$ cat src/rtl/alu_mc.sv
// alu_mc: multi-cycle ALU. Most modes finish in one cycle; unsigned multiply
// and divide iterate one bit per cycle. The adder is a ripple of 4-bit CLA groups.

// One 4-bit carry-lookahead group.
module cla4 (
  input  logic [3:0] x,
  input  logic [3:0] y,
  input  logic       ci,
  output logic [3:0] s,
  output logic       co
);
  logic [3:0] g, p;
  logic [3:0] c;
  assign g = x & y;
  assign p = x ^ y;
  assign c[0] = ci;
  assign c[1] = g[0] | (p[0] & ci);
  assign c[2] = g[1] | (p[1] & g[0]) | (p[1] & p[0] & ci);
  assign c[3] = g[2] | (p[2] & g[1]) | (p[2] & p[1] & g[0]) | (p[2] & p[1] & p[0] & ci);
  assign co   = g[3] | (p[3] & g[2]) | (p[3] & p[2] & g[1]) | (p[3] & p[2] & p[1] & g[0])
              | (p[3] & p[2] & p[1] & p[0] & ci);
  assign s = p ^ c;
endmodule

module alu_mc #(
  parameter int WIDTH = 16
) (
  input  logic             clk,
  input  logic             rst,
  input  logic             in_valid,
  output logic             in_ready,
  input  logic [WIDTH-1:0] a,
  input  logic [WIDTH-1:0] b,
  input  logic             cin,
  input  logic [4:0]       mode,
  output logic             out_valid,
  input  logic             out_ready,
  output logic [WIDTH-1:0] y,
  output logic [WIDTH-1:0] y_hi,
  output logic             cout,
  output logic             ovf,
  output logic             dz
);
  localparam int NG = WIDTH / 4;
  localparam int CW = $clog2(WIDTH);

  typedef enum logic [1:0] {IDLE, CALC, DONE} state_t;
  state_t state, state_nx;

  logic accept;
  assign in_ready  = (state == IDLE);
  assign out_valid = (state == DONE);
  assign accept    = in_valid & in_ready;

  // Shared adder: a+b+cin for mode 4, a-b for modes 5 and 13.
  logic [WIDTH-1:0] add_y, add_s;
  logic [NG:0]      gc;
  logic             add_ovf, slt;
  assign add_y = (mode == 5'd4) ? b : ~b;
  assign gc[0] = (mode == 5'd4) ? cin : 1'b1;

  genvar gi;
  generate
    for (gi = 0; gi < NG; gi++) begin : g_cla
      cla4 u_cla (
        .x  (a[gi*4 +: 4]),
        .y  (add_y[gi*4 +: 4]),
        .ci (gc[gi]),
        .s  (add_s[gi*4 +: 4]),
        .co (gc[gi+1])
      );
    end
  endgenerate

  assign add_ovf = (a[WIDTH-1] == add_y[WIDTH-1]) & (add_s[WIDTH-1] != a[WIDTH-1]);
  assign slt     = add_s[WIDTH-1] ^ add_ovf;

  // Single-cycle result selection (also covers divide-by-zero).
  logic [WIDTH-1:0] sc_y, sc_yhi, msb_idx;
  logic             sc_cout, sc_ovf, sc_dz;
  always_comb begin
    msb_idx = '0;
    for (int i = 0; i < WIDTH; i++)
      if (a[i]) msb_idx = WIDTH'(i);
    sc_y    = '0;
    sc_yhi  = '0;
    sc_cout = 1'b0;
    sc_ovf  = 1'b0;
    sc_dz   = 1'b0;
    case (mode)
      5'd0, 5'd1: sc_y = a << 1;
      5'd2:       sc_y = a >> 1;
      5'd3:       sc_y = {a[WIDTH-1], a[WIDTH-1:1]};
      5'd4, 5'd5: begin sc_y = add_s; sc_cout = gc[NG]; sc_ovf = add_ovf; end
      5'd6:       sc_y = a & b;
      5'd7:       sc_y = a | b;
      5'd8:       sc_y = ~a;
      5'd9:       sc_y = a ^ b;
      5'd10:      sc_y = ~(a ^ b);
      5'd11:      sc_y = ~(a | b);
      5'd12:      sc_y = WIDTH'(1) << a[3:0];
      5'd13:      begin sc_y = WIDTH'(slt); sc_cout = gc[NG]; sc_ovf = add_ovf; end
      5'd14:      sc_y = b;
      5'd15:      sc_y = msb_idx;
      5'd17:      begin sc_y = '1; sc_yhi = a; sc_dz = 1'b1; end
      default:    ;
    endcase
  end

  // Iteration registers: p_hi/p_lo hold product or remainder/quotient.
  logic [WIDTH-1:0] op_r, p_hi, p_lo, hi_nx, lo_nx;
  logic             div_r;
  logic [CW-1:0]    cnt;
  logic [WIDTH:0]   mul_sum, div_rem, div_sub;

  // One shift-add or restoring-divide step per CALC cycle.
  always_comb begin
    mul_sum = {1'b0, p_hi} + (p_lo[0] ? {1'b0, op_r} : '0);
    div_rem = {p_hi, p_lo[WIDTH-1]};
    div_sub = div_rem - {1'b0, op_r};
    if (div_r) begin
      hi_nx = div_sub[WIDTH] ? div_rem[WIDTH-1:0] : div_sub[WIDTH-1:0];
      lo_nx = {p_lo[WIDTH-2:0], ~div_sub[WIDTH]};
    end else begin
      hi_nx = mul_sum[WIDTH:1];
      lo_nx = {mul_sum[0], p_lo[WIDTH-1:1]};
    end
  end

  // State register.
  always_ff @(posedge clk or posedge rst)
    if (rst) state <= IDLE;
    else     state <= state_nx;

  // Next state: mul and nonzero divide go through CALC.
  always_comb begin
    state_nx = state;
    case (state)
      IDLE: if (in_valid)
              state_nx = ((mode == 5'd16) || (mode == 5'd17 && b != '0)) ? CALC : DONE;
      CALC: if (cnt == CW'(WIDTH-1)) state_nx = DONE;
      DONE: if (out_ready) state_nx = IDLE;
      default: state_nx = IDLE;
    endcase
  end

  // Operand capture, iteration and result registers; results only change on completion.
  always_ff @(posedge clk or posedge rst) begin
    if (rst) begin
      op_r <= '0; p_hi <= '0; p_lo <= '0; div_r <= 1'b0; cnt <= '0;
      y <= '0; y_hi <= '0; cout <= 1'b0; ovf <= 1'b0; dz <= 1'b0;
    end else if (accept) begin
      op_r  <= (mode == 5'd16) ? a : b;
      p_lo  <= (mode == 5'd16) ? b : a;
      p_hi  <= '0;
      div_r <= (mode == 5'd17);
      cnt   <= '0;
      if (state_nx == DONE) begin
        y <= sc_y; y_hi <= sc_yhi; cout <= sc_cout; ovf <= sc_ovf; dz <= sc_dz;
      end
    end else if (state == CALC) begin
      p_hi <= hi_nx;
      p_lo <= lo_nx;
      cnt  <= cnt + 1'b1;
      if (cnt == CW'(WIDTH-1)) begin
        y <= lo_nx; y_hi <= hi_nx; cout <= 1'b0; dz <= 1'b0;
        ovf <= ~div_r & (hi_nx != '0);
      end
    end
  end
endmodule

$ cat config.mk
export PLATFORM = sky130hd
export DESIGN_NAME = alu_mc
export DESIGN_NICKNAME = d
export VERILOG_FILES = /design/src/rtl/alu_mc.sv
export SDC_FILE = /design/constraint.sdc
export NUM_CORES = 1
export LEC_CHECK = 0
export ABC_CLOCK_PERIOD_IN_PS = 3350
export CORE_MARGIN = 2
export CORE_UTILIZATION = 40
export DETAILED_ROUTE_END_ITERATION = 8
export PLACE_DENSITY = 0.63
export SETUP_SLACK_MARGIN = 0.2
export SYNTH_ARGS = -nofsm -noshare
export SYNTH_HDL_FRONTEND = slang
export SYNTH_HIERARCHICAL = 1
export SYNTH_SLANG_ARGS = --single-unit
$ cat constraint.sdc
create_clock -name clk -period 3.35 [get_ports clk]
set_input_delay 0.335 -clock clk [delete_from_list [all_inputs] [get_ports clk]]
set_output_delay 0.335 -clock clk [all_outputs]
set_load 0.005 [all_outputs]
==> results.py <==
metrics = {
    "global_route": {
        "overflow": 0,
        "grt_pass1_vias": 9104,
        "antenna_found_initial": 0,
        "grt.total_usage": 0.270,
        "grt_max_degree": 57,
        "grt_pass1_wl_mm": 50.3,
    },
    "placement": {
        "gp_congestion": 0.967,
        "dpl.hpwl_mm": 24.0,
        "port_buffers": 78,
    },
    "clock_tree": {
        "root_buffer": "clkbuf_16",
        "cts_max_path_buffers": 2,
        "clk-insertion-delay-late_ps": 360,
        "cts.sinks": 90,
        "cts.clk_slew.worst_paths_ps": 80,
        "cts_made_buffers": 9,
        "cts_tree": "done",
        "htreeDepth": 3,
    },
    "outcome": {
        "status": "complete, but fails checks",
        "violations": "setup timing",
    },
    "route": {
        "drtIter0Drc": 705,
        "wl_mm": 32.6,
        "dr.pass1.iters": 5,
        "wl_per_cell_um": 20.2,
        "drc": 0,
        "vias": 9532,
        "drtAntennaViolNets": 0,
        "vias_per_cell": 5.90,
    },
    "yosys": {
        "synth.area.mux_share": 0.0409,
        "yosys.area_share.simple": 0.177,
        "synthAdderAreaFrac": 0.127,
        "synth_edf_count": 0,
        "syn-num-nets": 1275,
        "postSynth.asyncResetShare": 1.00,
        "syn-cell-area_sq_um": 8990,
        "synth-compound-area-share": 0.291,
        "synth_cell_types": 77,
        "ys_ff_latch": 90,
        "yosysSeqAreaShare": 0.250,
        "synth_xor_area_frac": 0.0467,
        "yosys_most_used_dff": "dfrtp_1",
        "synth_top_family_by_area": "compound AO/OA/AOI/OAI gates",
        "postSynthCellCount": 1146,
        "avgSynthCellArea_sq_um": 7.85,
        "yosysWarnings": 6,
    },
    "setup_path": {
        "crit_type": "input pin to flop",
        "worst_path_most_repeated_cell": "a21o_1",
        "crit_path_max_fanout": 5,
        "crit_required_ps": 3600,
        "slowest_delay_ps": 280,
        "crit_path_cell_trace": "buf_8 -> nor4b_4 -> and2_4 -> buf_12 -> xnor2_4 -> ha_4 -> a21o_1 -> a31o_1 -> a21o_1 -> a21o_1 -> a31o_1 -> a21o_1 -> a21o_1 -> a31o_1 -> a21o_1 -> a21o_1 -> a31o_1 -> xor2_2 -> nor3b_4 -> o21ai_2 -> nor2b_1 -> and3_1 -> nand4_1 -> o31a_1",
        "crit_path_start_kind": "input pin",
        "cp.arrival_ps": 4610,
        "crit_slowest_cell": "nor4b_4",
        "endpoint_kind": "flop",
    },
    "die": {
        "die_w_um": 154,
        "dieArea_sq_um": 23700,
        "coreArea_sq_um": 22000,
        "core.rowCount": 54,
        "die-height_um": 154,
        "start_util": 0.410,
        "ios": 79,
    },
    "final_layout": {
        "syn2layout_area_growth_pct": 35.4,
        "drive_gt1_frac": 0.236,
        "final_cell_mix": "buf_4 (163), nor2_1 (98), nand2_1 (93), dfrtp_1 (90), a21oi_1 (89)",
        "final_common_cell": "buf_4",
        "final_core_util": 0.555,
        "antenna_cells": 0,
        "nets": 1459,
    },
    "power": {
        "worst_ir_drop_vdd_mv": 0.273,
        "cellLeakagePower_nw": 5.27,
        "p_per_area_nw_per_um2": 522,
        "finalPower_mw": 6.35,
    },
    "run": {
        "max_cap_viol_count": 0,
    },
    "timing": {
        "fin_crit_sh": 1.30,
        "layout_setup_ws_ps": -1010,
        "tns_ps": -6530,
        "slew_headroom": 0.348,
        "fmax_ghz": 0.230,
        "skew_ps": 14.7,
        "min_period_ps": 4360,
        "rsz0062_at_grt": "yes",
        "hold_viol_final": 0,
        "tightest_slew_ps": 970,
        "report.final.slew_viol_count": 0,
        "setup_violations": 11,
    },
    "worst_hold_path": {
        "worstHoldPathType": "input pin to asynchronous set/reset pin",
    },
}
[state kept, by name, summed over array words and instances, names as in the netlist]
| name | flops |
|---|---|
| op_r | 16 |
| p_hi | 16 |
| p_lo | 16 |
| y | 16 |
| y_hi | 16 |
| cnt | 4 |
| state | 2 |
| cout | 1 |
| div_r | 1 |
| dz | 1 |
| ovf | 1 |
[critical path, delay by kind of cell]
| family | cells | cell delay (ps) |
|---|---|---|
| AO/OA/AOI/OAI | 13 | 2440 |
| XOR/XNOR | 2 | 330 |
| adder cells (fa/ha/maj) | 1 | 220 |
| buffers and inverters | 2 | 230 |
| AND/OR/NAND/NOR | 6 | 1020 |
[metal layers]
metal  routed length (um)  up-vias  part of all wire  global-route usage
li1                     -     4550                 -                   -
met1                13800     4526              0.42               0.347
met2                15500      372              0.47               0.446
met3                 1840       84             0.057              0.0378
met4                 1530        0             0.047               0.135
met5                    0        -                 0                   0
[where the power goes]
group | internal, mW | leakage (nW) | switching (mW)
Combinational | 1.83 | 4.02 | 1.80
Sequential | 1.42 | 1.11 | 0.256
Clock | 0.524 | 0.138 | 0.521
Total | 3.77 | 5.27 | 2.58
[worst paths after layout]
check	startpoint	to	slack [ps]	cells past startpoint
min	rst	op_r[0]	370	2
max reg2reg	p_lo[15]	ovf	-30	14
min reg2reg	y_hi[10]	y_hi[10]	480	2
max	mode[4]	ovf	-1010	24
max in group asynchronous	rst	p_lo[4]	2280	3
min in group clk	y_hi[10]	y_hi[10]	480	2
[repair_timing]
action                                  CTS  global route
endpoints found under the hold margin     0             0
setup buffers                            16            16
pin swaps                                56            64
gates resized for setup                  76            70
endpoints found under the setup margin   37            35
hold buffers                              0             0
gates cloned                              1             0
[synth_stat cells (all sizes together), types with 4 or more instances]
cell / n / area, sq um
a31oi: 20 / 125
xnor2: 32 / 280
o21ai: 108 / 544
nor2b: 9 / 56.3
a22oi: 7 / 57.6
nand3: 42 / 210
fa: 6 / 120
o211ai: 8 / 78.8
nor2: 104 / 390
a21oi: 96 / 480
buf: 25 / 123
a2111oi: 6 / 71.3
ha: 81 / 1010
o21a: 8 / 60.1
nor4: 6 / 37.5
mux2: 14 / 158
o41ai: 4 / 35.0
a211oi: 35 / 268
o22a: 12 / 105
nand2b: 6 / 37.5
xor2: 16 / 140
nor4b: 6 / 73.8
nand4: 11 / 75.1
mux2i: 21 / 210
a221oi: 21 / 184
clkbuf: 64 / 240
o31a: 4 / 35.0
dfrtp: 90 / 2250
o2111ai: 11 / 96.3
and2: 21 / 131
nand2: 94 / 353
a31o: 5 / 43.8
inv: 63 / 236
nor3: 23 / 115
a21o: 18 / 135
[per-stage QoR]
stage | worst slack, ps | cell area (sq um) | hold WS, ps | std cells
3_5_place_dp | -1820 | 11000 | 472 | 1566
2_1_floorplan | -1310 | 9070 | 457 | 1146
6_report | -1010 | 12200 | 369 | 1615
5_1_grt | -1230 | 12200 | 435 | 1615
4_1_cts | -1280 | 11700 | 387 | 1599
3_3_place_gp | -1720 | 11000 | 461 | 1566
[area by class of cell]
cell class / instances / area (sq um)
inverter: 63 / 239
clock inverter: 7 / 68.8
fill: 2054 / 9780
multi-input combinational: 905 / 6760
timing repair buffer: 261 / 2280
tap: 280 / 350
sequential: 90 / 2250
clock buffer: 9 / 225
[cell families (layout without fill, tap and decap cells)]
logic type               count (synthesis)  count (layout)
AO/OA/AOI/OAI                          396             397
XOR/XNOR                                48              48
adder cells (fa/ha/maj)                 88              88
AND/OR/NAND/NOR                        337             337
multiplexers                            35              35
flip-flops                              90              90
buffers and inverters                  152             340
Note: power is estimated with default switching activity, not from simulation.
